**config.mk**
```make
export PLATFORM = sky130hd
export DESIGN_NAME = event_req_sender
export DESIGN_NICKNAME = d
export VERILOG_FILES = /design/src/rtl/event_hs_pkg.sv /design/src/rtl/event_timeout_timer.sv /design/src/rtl/event_req_sender.sv
export SDC_FILE = /design/constraint.sdc
export NUM_CORES = 1
export LEC_CHECK = 0
export ABC_AREA = 1
export BUFFER_PORTS_ARGS = -buffer_cell sky130_fd_sc_hd__buf_2
export CAP_MARGIN = 20
export CORE_MARGIN = 3
export CORE_UTILIZATION = 55
export CTS_CLUSTER_DIAMETER = 40
export DETAILED_ROUTE_END_ITERATION = 10
export GPL_TIMING_DRIVEN = 1
export PLACE_DENSITY = 0.82
export RECOVER_POWER = 50
export SYNTH_ARGS = -nofsm -noshare
export SYNTH_HDL_FRONTEND = slang
export SYNTH_HIERARCHICAL = 1
export SYNTH_SLANG_ARGS = --single-unit
```
**constraint.sdc**
```tcl
create_clock -name clk -period 3.29 [get_ports clk]
set_input_delay 0.1645 -clock clk [delete_from_list [all_inputs] [get_ports clk]]
set_output_delay 0.1645 -clock clk [all_outputs]
set_load 0.03 [all_outputs]
```
**src/rtl/event_hs_pkg.sv**
```systemverilog
// Shared types and constants for the event pin req/ack sender.
package event_hs_pkg;

    typedef enum logic [1:0] {
        IDLE     = 2'd0,
        REQ_HI   = 2'd1,
        REQ_LO   = 2'd2,
        TO_DRAIN = 2'd3
    } ev_send_state_e;

    localparam logic [3:0] ERR_TYPE_EV_TIMEOUT = 4'hA;
    localparam int         TIMEOUT_UNIT_LOG2   = 12;

endpackage

```
**src/rtl/event_timeout_timer.sv**
```systemverilog
// Handshake timeout timer: a 4096-cycle prescaler feeding a 31-bit unit counter,
// compared live against a programmable threshold (0 disables the timeout).
module event_timeout_timer
    import event_hs_pkg::*;
(
    input  logic        clk,
    input  logic        rst,
    input  logic        clr,
    input  logic        run,
    input  logic [30:0] threshold,
    output logic        expired
);

    logic [TIMEOUT_UNIT_LOG2-1:0] presc;
    logic [30:0]                  units;
    logic                         presc_wrap;

    assign presc_wrap = run && (presc == '1);

    always_ff @(posedge clk) begin
        if (rst || clr) begin
            presc <= '0;
            units <= '0;
        end else if (run) begin
            presc <= presc + 1'b1;
            if (presc_wrap && (units != '1))
                units <= units + 31'd1;
        end
    end

    // Fire on the wrapping cycle itself so the timeout lands exactly threshold*4096 cycles after start.
    assign expired = (threshold != '0) &&
                     ((units == threshold) || (presc_wrap && ((units + 31'd1) == threshold)));

endmodule

```
**src/rtl/event_req_sender.sv**
```systemverilog
// Event req/ack sender: queues triggers and runs a 4-phase handshake with timeout supervision.
// Define EVENT_SENDER_ACK_SYNC_EN to pass ack_in through a 2-flop synchroniser.
module event_req_sender
    import event_hs_pkg::*;
#(
    parameter int CNT_W  = 16,
    parameter int PEND_W = 4
) (
    input  logic             clk,
    input  logic             rst,
    input  logic             ev_trigger,
    output logic             req_out,
    input  logic             ack_in,
    input  logic             sender_en,
    input  logic [30:0]      timeout_threshold,
    input  logic             timeout_err_det_en,
    input  logic             timeout_irq_en,
    input  logic             err_clr,
    output logic             err_vld,
    output logic [3:0]       err_type,
    output logic [15:0]      err_info,
    output logic             irq_uc,
    output logic             busy,
    output logic [CNT_W-1:0] hs_count
);

    logic              ack_s;
    logic [PEND_W-1:0] pending;
    logic              dequeue;
    logic              timer_run;
    logic              expired;
    logic              timeout;
    ev_send_state_e    state;

`ifdef EVENT_SENDER_ACK_SYNC_EN
    logic [1:0] ack_sync;

    always_ff @(posedge clk) begin
        if (rst)
            ack_sync <= '0;
        else
            ack_sync <= {ack_sync[0], ack_in};
    end

    assign ack_s = ack_sync[1];
`else
    assign ack_s = ack_in;
`endif

    // A new request is never raised while the receiver still shows ack high.
    assign dequeue = (state == IDLE) && (pending != '0) && sender_en && !ack_s;

    always_ff @(posedge clk) begin
        if (rst)
            pending <= '0;
        else if (ev_trigger && !dequeue && (pending != '1))
            pending <= pending + 1'b1;
        else if (!ev_trigger && dequeue)
            pending <= pending - 1'b1;
    end

    assign timer_run = (state == REQ_HI) || (state == REQ_LO);

    event_timeout_timer u_timer (
        .clk       (clk),
        .rst       (rst),
        .clr       (dequeue),
        .run       (timer_run),
        .threshold (timeout_threshold),
        .expired   (expired)
    );

    // An ack transition seen in the same cycle as expiry completes the phase instead of timing out.
    assign timeout = expired && (((state == REQ_HI) && !ack_s) || ((state == REQ_LO) && ack_s));

    always_ff @(posedge clk) begin
        if (rst) begin
            state    <= IDLE;
            req_out  <= 1'b0;
            busy     <= 1'b0;
            hs_count <= '0;
            err_vld  <= 1'b0;
            err_type <= '0;
            err_info <= '0;
        end else begin
            case (state)
                IDLE: begin
                    if (dequeue) begin
                        state   <= REQ_HI;
                        req_out <= 1'b1;
                        busy    <= 1'b1;
                    end
                end
                REQ_HI: begin
                    if (ack_s) begin
                        state   <= REQ_LO;
                        req_out <= 1'b0;
                    end else if (expired) begin
                        state   <= TO_DRAIN;
                        req_out <= 1'b0;
                    end
                end
                REQ_LO: begin
                    if (!ack_s) begin
                        state    <= IDLE;
                        busy     <= 1'b0;
                        hs_count <= hs_count + 1'b1;
                    end else if (expired) begin
                        state <= TO_DRAIN;
                    end
                end
                TO_DRAIN: begin
                    req_out <= 1'b0;
                    if (!ack_s) begin
                        state <= IDLE;
                        busy  <= 1'b0;
                    end
                end
                default: begin
                    state   <= IDLE;
                    req_out <= 1'b0;
                    busy    <= 1'b0;
                end
            endcase

            // A clear arriving with a fresh timeout lets the fresh error through.
            if (timeout && timeout_err_det_en && (!err_vld || err_clr)) begin
                err_vld  <= 1'b1;
                err_type <= ERR_TYPE_EV_TIMEOUT;
                err_info <= 16'(hs_count);
            end else if (err_clr) begin
                err_vld <= 1'b0;
            end
        end
    end

    assign irq_uc = err_vld && timeout_irq_en;

endmodule

```
# --- After elaboration in Yosys (flattened, before gate mapping) ---
# Index checks and enable logic that the tools add are counted.
# W data, S select, Z words.
classes:
  n_addsub: 5
  eq_ne: 12
  n_mux: 16
  bitwise_logic: 1
  reduce_logical: 38
op_table:
  columns: ["operator", "count"]
  rows:
  - ["$eq A31 B31 Y1", 2]
  - ["$add A31 B1 Y31 const B", 1]
  - ["$ne A31 B31 Y1 const B", 1]
  - ["$reduce_bool A31 Y1", 1]
  - ["$add A16 B1 Y16 const B", 1]
  - ["$logic_and A1 B1 Y1", 16]
  - ["$add A12 B1 Y12 const B", 1]
  - ["$eq A12 B12 Y1 const B", 1]
  - ["$mux W2", 5]
  - ["$mux W4", 2]
  - ["$pmux W2 S4", 1]
  - ["$mux W1", 6]
  - ["$ne A2 B2 Y1 const B", 3]
  - ["$reduce_and A2 Y1", 3]
  - ["$reduce_and A3 Y1", 2]
  - ["$reduce_bool A2 Y1", 3]
  - ["$logic_or A1 B1 Y1", 5]
  - ["$add A4 B1 Y4 const B", 1]
  - ["$eq A2 B2 Y1 const B", 2]
  - ["$logic_not A1 Y1", 4]
  - ["$ne A4 B4 Y1 const B", 1]
  - ["$reduce_bool A4 Y1", 1]
  - ["$sub A4 B1 Y4 const B", 1]
  - ["$ne A3 B3 Y1 const B", 1]
  - ["7 further kinds", 7]
word_totals:
  register_bits: 85
  in_bits: 39
  out_inout_bits: 40
  elab_cells: 82

# --- Longest topological paths before layout ---
depth:
  depth_word: 10
  mapped_depth: 21
  mapped_depth_nobuf: 21

# --- Hierarchy ---
# The synthesis kept the hierarchy.
modules_own_cells:
  columns: ["mod", "instances", "cells_per_inst", "area_per_inst_um2", "seq_area_each_um2"]
  rows:
  - ["event_timeout_timer", 1, 589, 3428.3, 860.8]
  - ["event_req_sender", 1, 271, 2090.8, 840.8]

# --- Least setup slack after synthesis ---
# OpenSTA, ideal clock, no wires.
synth_timing:
  kind: "flip-flop to flip-flop"
  startpoint: "register state[1]"
  endpoint: "register err_info[10]"
  setup_ns: 0.118
  t_arrival_ns: 2.594
  required_ns: 3.172
  setup_slack_ns: 0.578
  stages_incl_launch_ff: 20
  n_path_buf: 2
  period_less_slack_ns: 2.712
  path_cell_list: "dfxtp_1 inv_1 ha_1 buf_2 nand3_1 inv_1 nand4_1 nor2_1 nand2_1 nor2_1 nand2_1 nor2_1 nand2_1 nor2_1 nand2_1 a21oi_1 nand3_2 nor2_4 buf_4 a21oi_2"
synth_between:
  elab_chain_len: 9
  word_cells_on_any_way: 13
  classes_between: "eq/ne (2); reduce/logical (11)"
synth_lines:
  columns: ["item", "line", "rtl"]
  rows:
  - ["from (decl)", "event_req_sender.sv:33", "ev_send_state_e state;"]
  - ["from (signal assigned)", "event_req_sender.sv:78", "state <= IDLE;"]
  - ["from (signal assigned)", "event_req_sender.sv:89", "state <= REQ_HI;"]
  - ["from (signal assigned)", "event_req_sender.sv:96", "state <= REQ_LO;"]
  - ["$eq A2 B1 Y1 / $eq A2 B2 Y1 (equally long branches)", "event_req_sender.sv:62", "assign timer_run = (state == REQ_HI) || (state == REQ_LO);"]
  - ["$logic_or A1 B1 Y1 *", "event_req_sender.sv:62", null]
  - ["net timer_run", "event_req_sender.sv:30", "logic timer_run;"]
  - ["$logic_and A1 B1 Y1 *", "event_timeout_timer.sv:18", "assign presc_wrap = run && (presc == '1);"]
  - ["$logic_and A1 B1 Y1 *", "event_timeout_timer.sv:33", "((units == threshold) || (presc_wrap && ((units + 31'd1) == threshold)));"]
  - ["$logic_or A1 B1 Y1 *", "event_timeout_timer.sv:33", null]
  - ["$logic_and A1 B1 Y1 *", "event_timeout_timer.sv:32", "assign expired = (threshold != '0) &&"]
  - ["net expired", "event_req_sender.sv:31", "logic expired;"]
  - ["$logic_and A1 B1 Y1 *", "event_req_sender.sv:74", "assign timeout = expired && (((state == REQ_HI) && !ack_s) || ((state == REQ_LO) && ack_s));"]
  - ["$logic_and A1 B1 Y1 * (2 in series)", "event_req_sender.sv:127", "if (timeout && timeout_err_det_en && (!err_vld || err_clr)) begin"]
  - ["to (signal assigned)", "event_req_sender.sv:130", "err_info <= 16'(hs_count);"]
  - ["to (decl)", "event_req_sender.sv:21", "output logic [15:0] err_info,"]
# The timed path passes the listed nets; every way through them passes the cells marked *.
# A chain may end at the register's enable or synchronous reset.

# --- Final worst setup path ---
layout_timing:
  startpoint: "register u_timer.units[0]"
  endpoint: "register err_info[1]"
layout_between:
  elab_chain_len: 8
  word_cells_on_any_way: 9
  classes_between: "add/sub (1); eq/ne (2); reduce/logical (6)"
layout_lines:
  columns: ["item", "line", "rtl"]
  rows:
  - ["from (decl)", "event_timeout_timer.sv:15", "logic [30:0] units;"]
  - ["from (signal assigned)", "event_timeout_timer.sv:27", "units <= units + 31'd1;"]
  - ["$add A31 B1 Y31", "event_timeout_timer.sv:33", null]
  - ["$eq A31 B31 Y1", "event_timeout_timer.sv:33", null]
  - ["$logic_and A1 B1 Y1", "event_timeout_timer.sv:33", null]
  - ["$logic_or A1 B1 Y1 *", "event_timeout_timer.sv:33", null]
  - ["$logic_and A1 B1 Y1 *", "event_timeout_timer.sv:32", null]
  - ["net expired", "event_req_sender.sv:31", null]
  - ["$logic_and A1 B1 Y1 *", "event_req_sender.sv:74", null]
  - ["$logic_and A1 B1 Y1 * (2 in series)", "event_req_sender.sv:127", null]
# Marked as above.

==> flow_summary.yaml <==
status:
  status: "completed"
drt:
  via_count: 5717
  via_per_inst: 5.35
  dr.pass1.iters: 5
  routedWlPerCell_um: 13.5
  drt_iter0_markers: 421
  ant_nets: 0
  drc: 0
  wirelength_mm: 14.4
placement:
  placed_area_um2: 6000
  dpl.hpwl_mm: 10.9
  gp_congestion: 1.01
  io_buffers: 76
  place_inst: 1052
final_layout:
  antenna_cells: 0
  syn_to_final_growth_pct: 11.5
  fin_util_pct: 64.8
  drive_gt1_share_pct: 11.6
  final_cell_mix: "nand2_1 (228), inv_1 (110), nor2_1 (98)"
  final_common_cell: "nand2_1"
  nNetsFinal: 987
  design_area_um2: 6150
  final_cell_count_no_fill: 1069
global_route:
  grt_max_degree: 36
  track_usage_pct: 25.3
  grt_pass1_wl_mm: 23.6
  grt_overflow: 0
  antenna_found_initial: 0
  first_global_vias: 5133
yosys:
  ys.flop_type: "dfxtp_1"
  synthCells: 860
  ys_types: 45
  synthMuxAreaShare_pct: 0
  synthTopCellsByArea: "dfxtp_1 (31%), nand2_1 (15%), inv_1 (7.4%), nor2_1 (6.7%), a21oi_1 (5.2%)"
  synth_top_family_by_area: "simple AND/OR/NAND/NOR gates"
  async_flop_share_pct: 0
  synth-edff-count: 0
  synth.cell_area_um2: 5520
  ys_warn_count: 6
  synth_xor_xnor_area_share_pct: 4.28
  synth_compound_gate_area_share_pct: 14.7
  netlist.area_leader.share_pct: 30.8
  synth-simple-area-share_pct: 37.2
  synth_top_area_cell: "dfxtp_1"
  synthAdderAreaFrac_pct: 2.86
  synth_seq_area_share_pct: 30.8
  ys_ff_latch: 85
  avgSynthCellArea_um2: 6.42
worst_setup_path:
  cpMostUsedCell: "nand2_1"
  reg2reg_slack_ns: 0.30
  crit_path_max_incr_delay_ns: 0.39
  end_kind: "register"
  cp_max_fo: 16
  crit_type: "register to register"
  cp_cell_sequence: "ha_1 > nand2_2 > nor2_4 > nand2_4 > nor2_8 > nand2_1 > nand2_1 > nand2_1 > nor2_1 > nand2_1 > nor2_1 > nand2_1 > nor2_1 > nand2_1 > a21oi_4 > nand3_2 > nor2_4 > buf_12 > o21ai_0 > a21oi_1"
  critPathLaunchType: "register"
  crit_required_ns: 3.58
  arrival_ns: 3.29
  slowest_stage: "dfxtp_1"
timing:
  setup_tns_ns: 0
  period_needed_ns: 2.99
  setup_viol: 0
  finalCritPeriodShare_pct: 91.0
  fin_worst_skew_ns: 0.0160
  tightest_slew_ns: 1.22
  final_max_slew_viol_count: 0
  rsz0062_at_grt: "no"
  timing_hold_violations_final: 0
  slew_headroom_pct: 18.7
  fmax_mhz: 334
clock_network:
  cts.sinks: 85
  htreeDepth: 3
  cts.clk_slew.worst_paths_ns: 0.09
  cts_root_buf: "clkbuf_8"
  cts_tree: "done"
  cts_buffer_depth: 2
  worstSkewPairLatency_ns: 0.37
  cts_hold_buf: 0
  numCtsBuffers: 9
power_and_ir_drop:
  p_seq_share_pct: 48.7
  combPwrFrac_pct: 20.2
  clockPowerShare_pct: 31.1
  power.switching_fraction_pct: 32.5
  power.internal_mw: 1.53
  switchingPower_uw: 738
  cellLeakagePower_nw: 2.60
  peakVddDrop_uv: 295
  p_per_area_nw_per_um2: 369
floorplan:
  initial_core_util_pct: 58.1
  rows: 35
  die_h_um: 106
  core_um2: 9500
  io_pins: 79
  die_x_um: 106
  die_area_um2: 11300
hold_path:
  hold_path_class: "input pin to register"
job:
  drv_cap: 0
-- worst paths after layout --
kind                          from               end  cells after the start
hold reg to reg   u_timer/presc[9]  u_timer/presc[9]                      2
setup reg to reg  u_timer/units[0]       err_info[1]                     20
setup / recovery  u_timer/units[0]       err_info[1]                     20
hold / removal                 rst          state[0]                      2
-- state kept, by name (all words and copies together), names as in the netlist --
signal and cells:
err_info 16, state 2, pending 4, u_timer/presc 12, busy 1, err_type 1, req_out 1, u_timer/units 31
err_vld 1, hs_count 16
-- power groups by stage --
stage,Sequential (mW),Combinational [mW],Clock [mW]
finish,1.11,0.459,0.706
floorplan,1.15,0.316,0
detailed placement,1.13,0.463,0
CTS,1.11,0.468,0.726
global placement,1.13,0.455,0
global route,1.11,0.526,0.764
-- cell families (layout without fill, tap and decap cells) --
| group | count (synthesis) | after routing |
|---|---|---|
| AND/OR/NAND/NOR | 459 | 459 |
| other | 1 | 2 |
| adder cells (fa/ha/maj) | 12 | 12 |
| AO/OA/AOI/OAI | 142 | 142 |
| buffers and inverters | 134 | 213 |
| flip-flops | 85 | 85 |
| XOR/XNOR | 27 | 27 |
-- metrics by stage --
step | setup WS [ns] | power, mW | hold slack, ns
final | 0.295 | 2.27 | 0.130
after global routing | 0.00500 | 2.40 | 0.114
after CTS | 0.0645 | 2.30 | 0.119
after detailed placement | 0.104 | 1.59 | 0.462
after global placement | 0.157 | 1.58 | 0.437
after floorplan | 0.578 | 1.46 | 0.412
-- critical path: cells and delay by family, from the launching register on --
| kind | cells | cell delay, ns |
|---|---|---|
| adder cells (fa/ha/maj) | 1 | 0.22 |
| AND/OR/NAND/NOR | 15 | 1.70 |
| AO/OA/AOI/OAI | 3 | 0.43 |
| flip-flops | 1 | 0.39 |
| buffers and inverters | 1 | 0.17 |
-- metal layers --
layer  wire [µm]  part of all wire, %  vias up  track usage, %
met5           0                    0        -               0
met2        6350                   44      209            39.5
met3        1170                  8.1       28            5.46
met1        6640                   46     2560            35.1
li1            -                    -     2920               -
met4         280                  1.9        0            7.77
-- Yosys cell counts, types with 3 or more instances --
cell,n
nand2_1,226
inv_1,109
nor2_1,98
dfxtp_1,85
a21oi_1,57
nand3_1,43
o21ai_0,41
nor3_1,23
xor2_1,23
nand4_1,14
a21oi_2,13
nor4_1,13
o21ai_1,13
ha_1,11
nand2_2,9
clkbuf_1,7
nor2_2,7
o21bai_1,6
buf_2,4
buf_4,4
buf_6,4
inv_2,4
nand3b_1,4
nor2_4,4
nor3b_1,4
o21a_1,4
xnor2_1,4
nand2_4,3
nand3_2,3
-- cell type report --
type | count | area, µm²
Clock buffer | 10 | 138
Clock inverter | 5 | 45.0
Fill cell | 927 | 3350
Inverter | 114 | 429
Multi-Input combinational cell | 642 | 3260
Tap cell | 129 | 161
Sequential cell | 85 | 1700
Timing Repair Buffer | 84 | 419
-- timing repair --
item	in CTS	in global routing
endpoints found under the setup margin	0	20
resized for setup	0	9
hold endpoints to repair	0	0
buffers inserted	0	1
No activity file was read; power rests on OpenSTA's default activity.
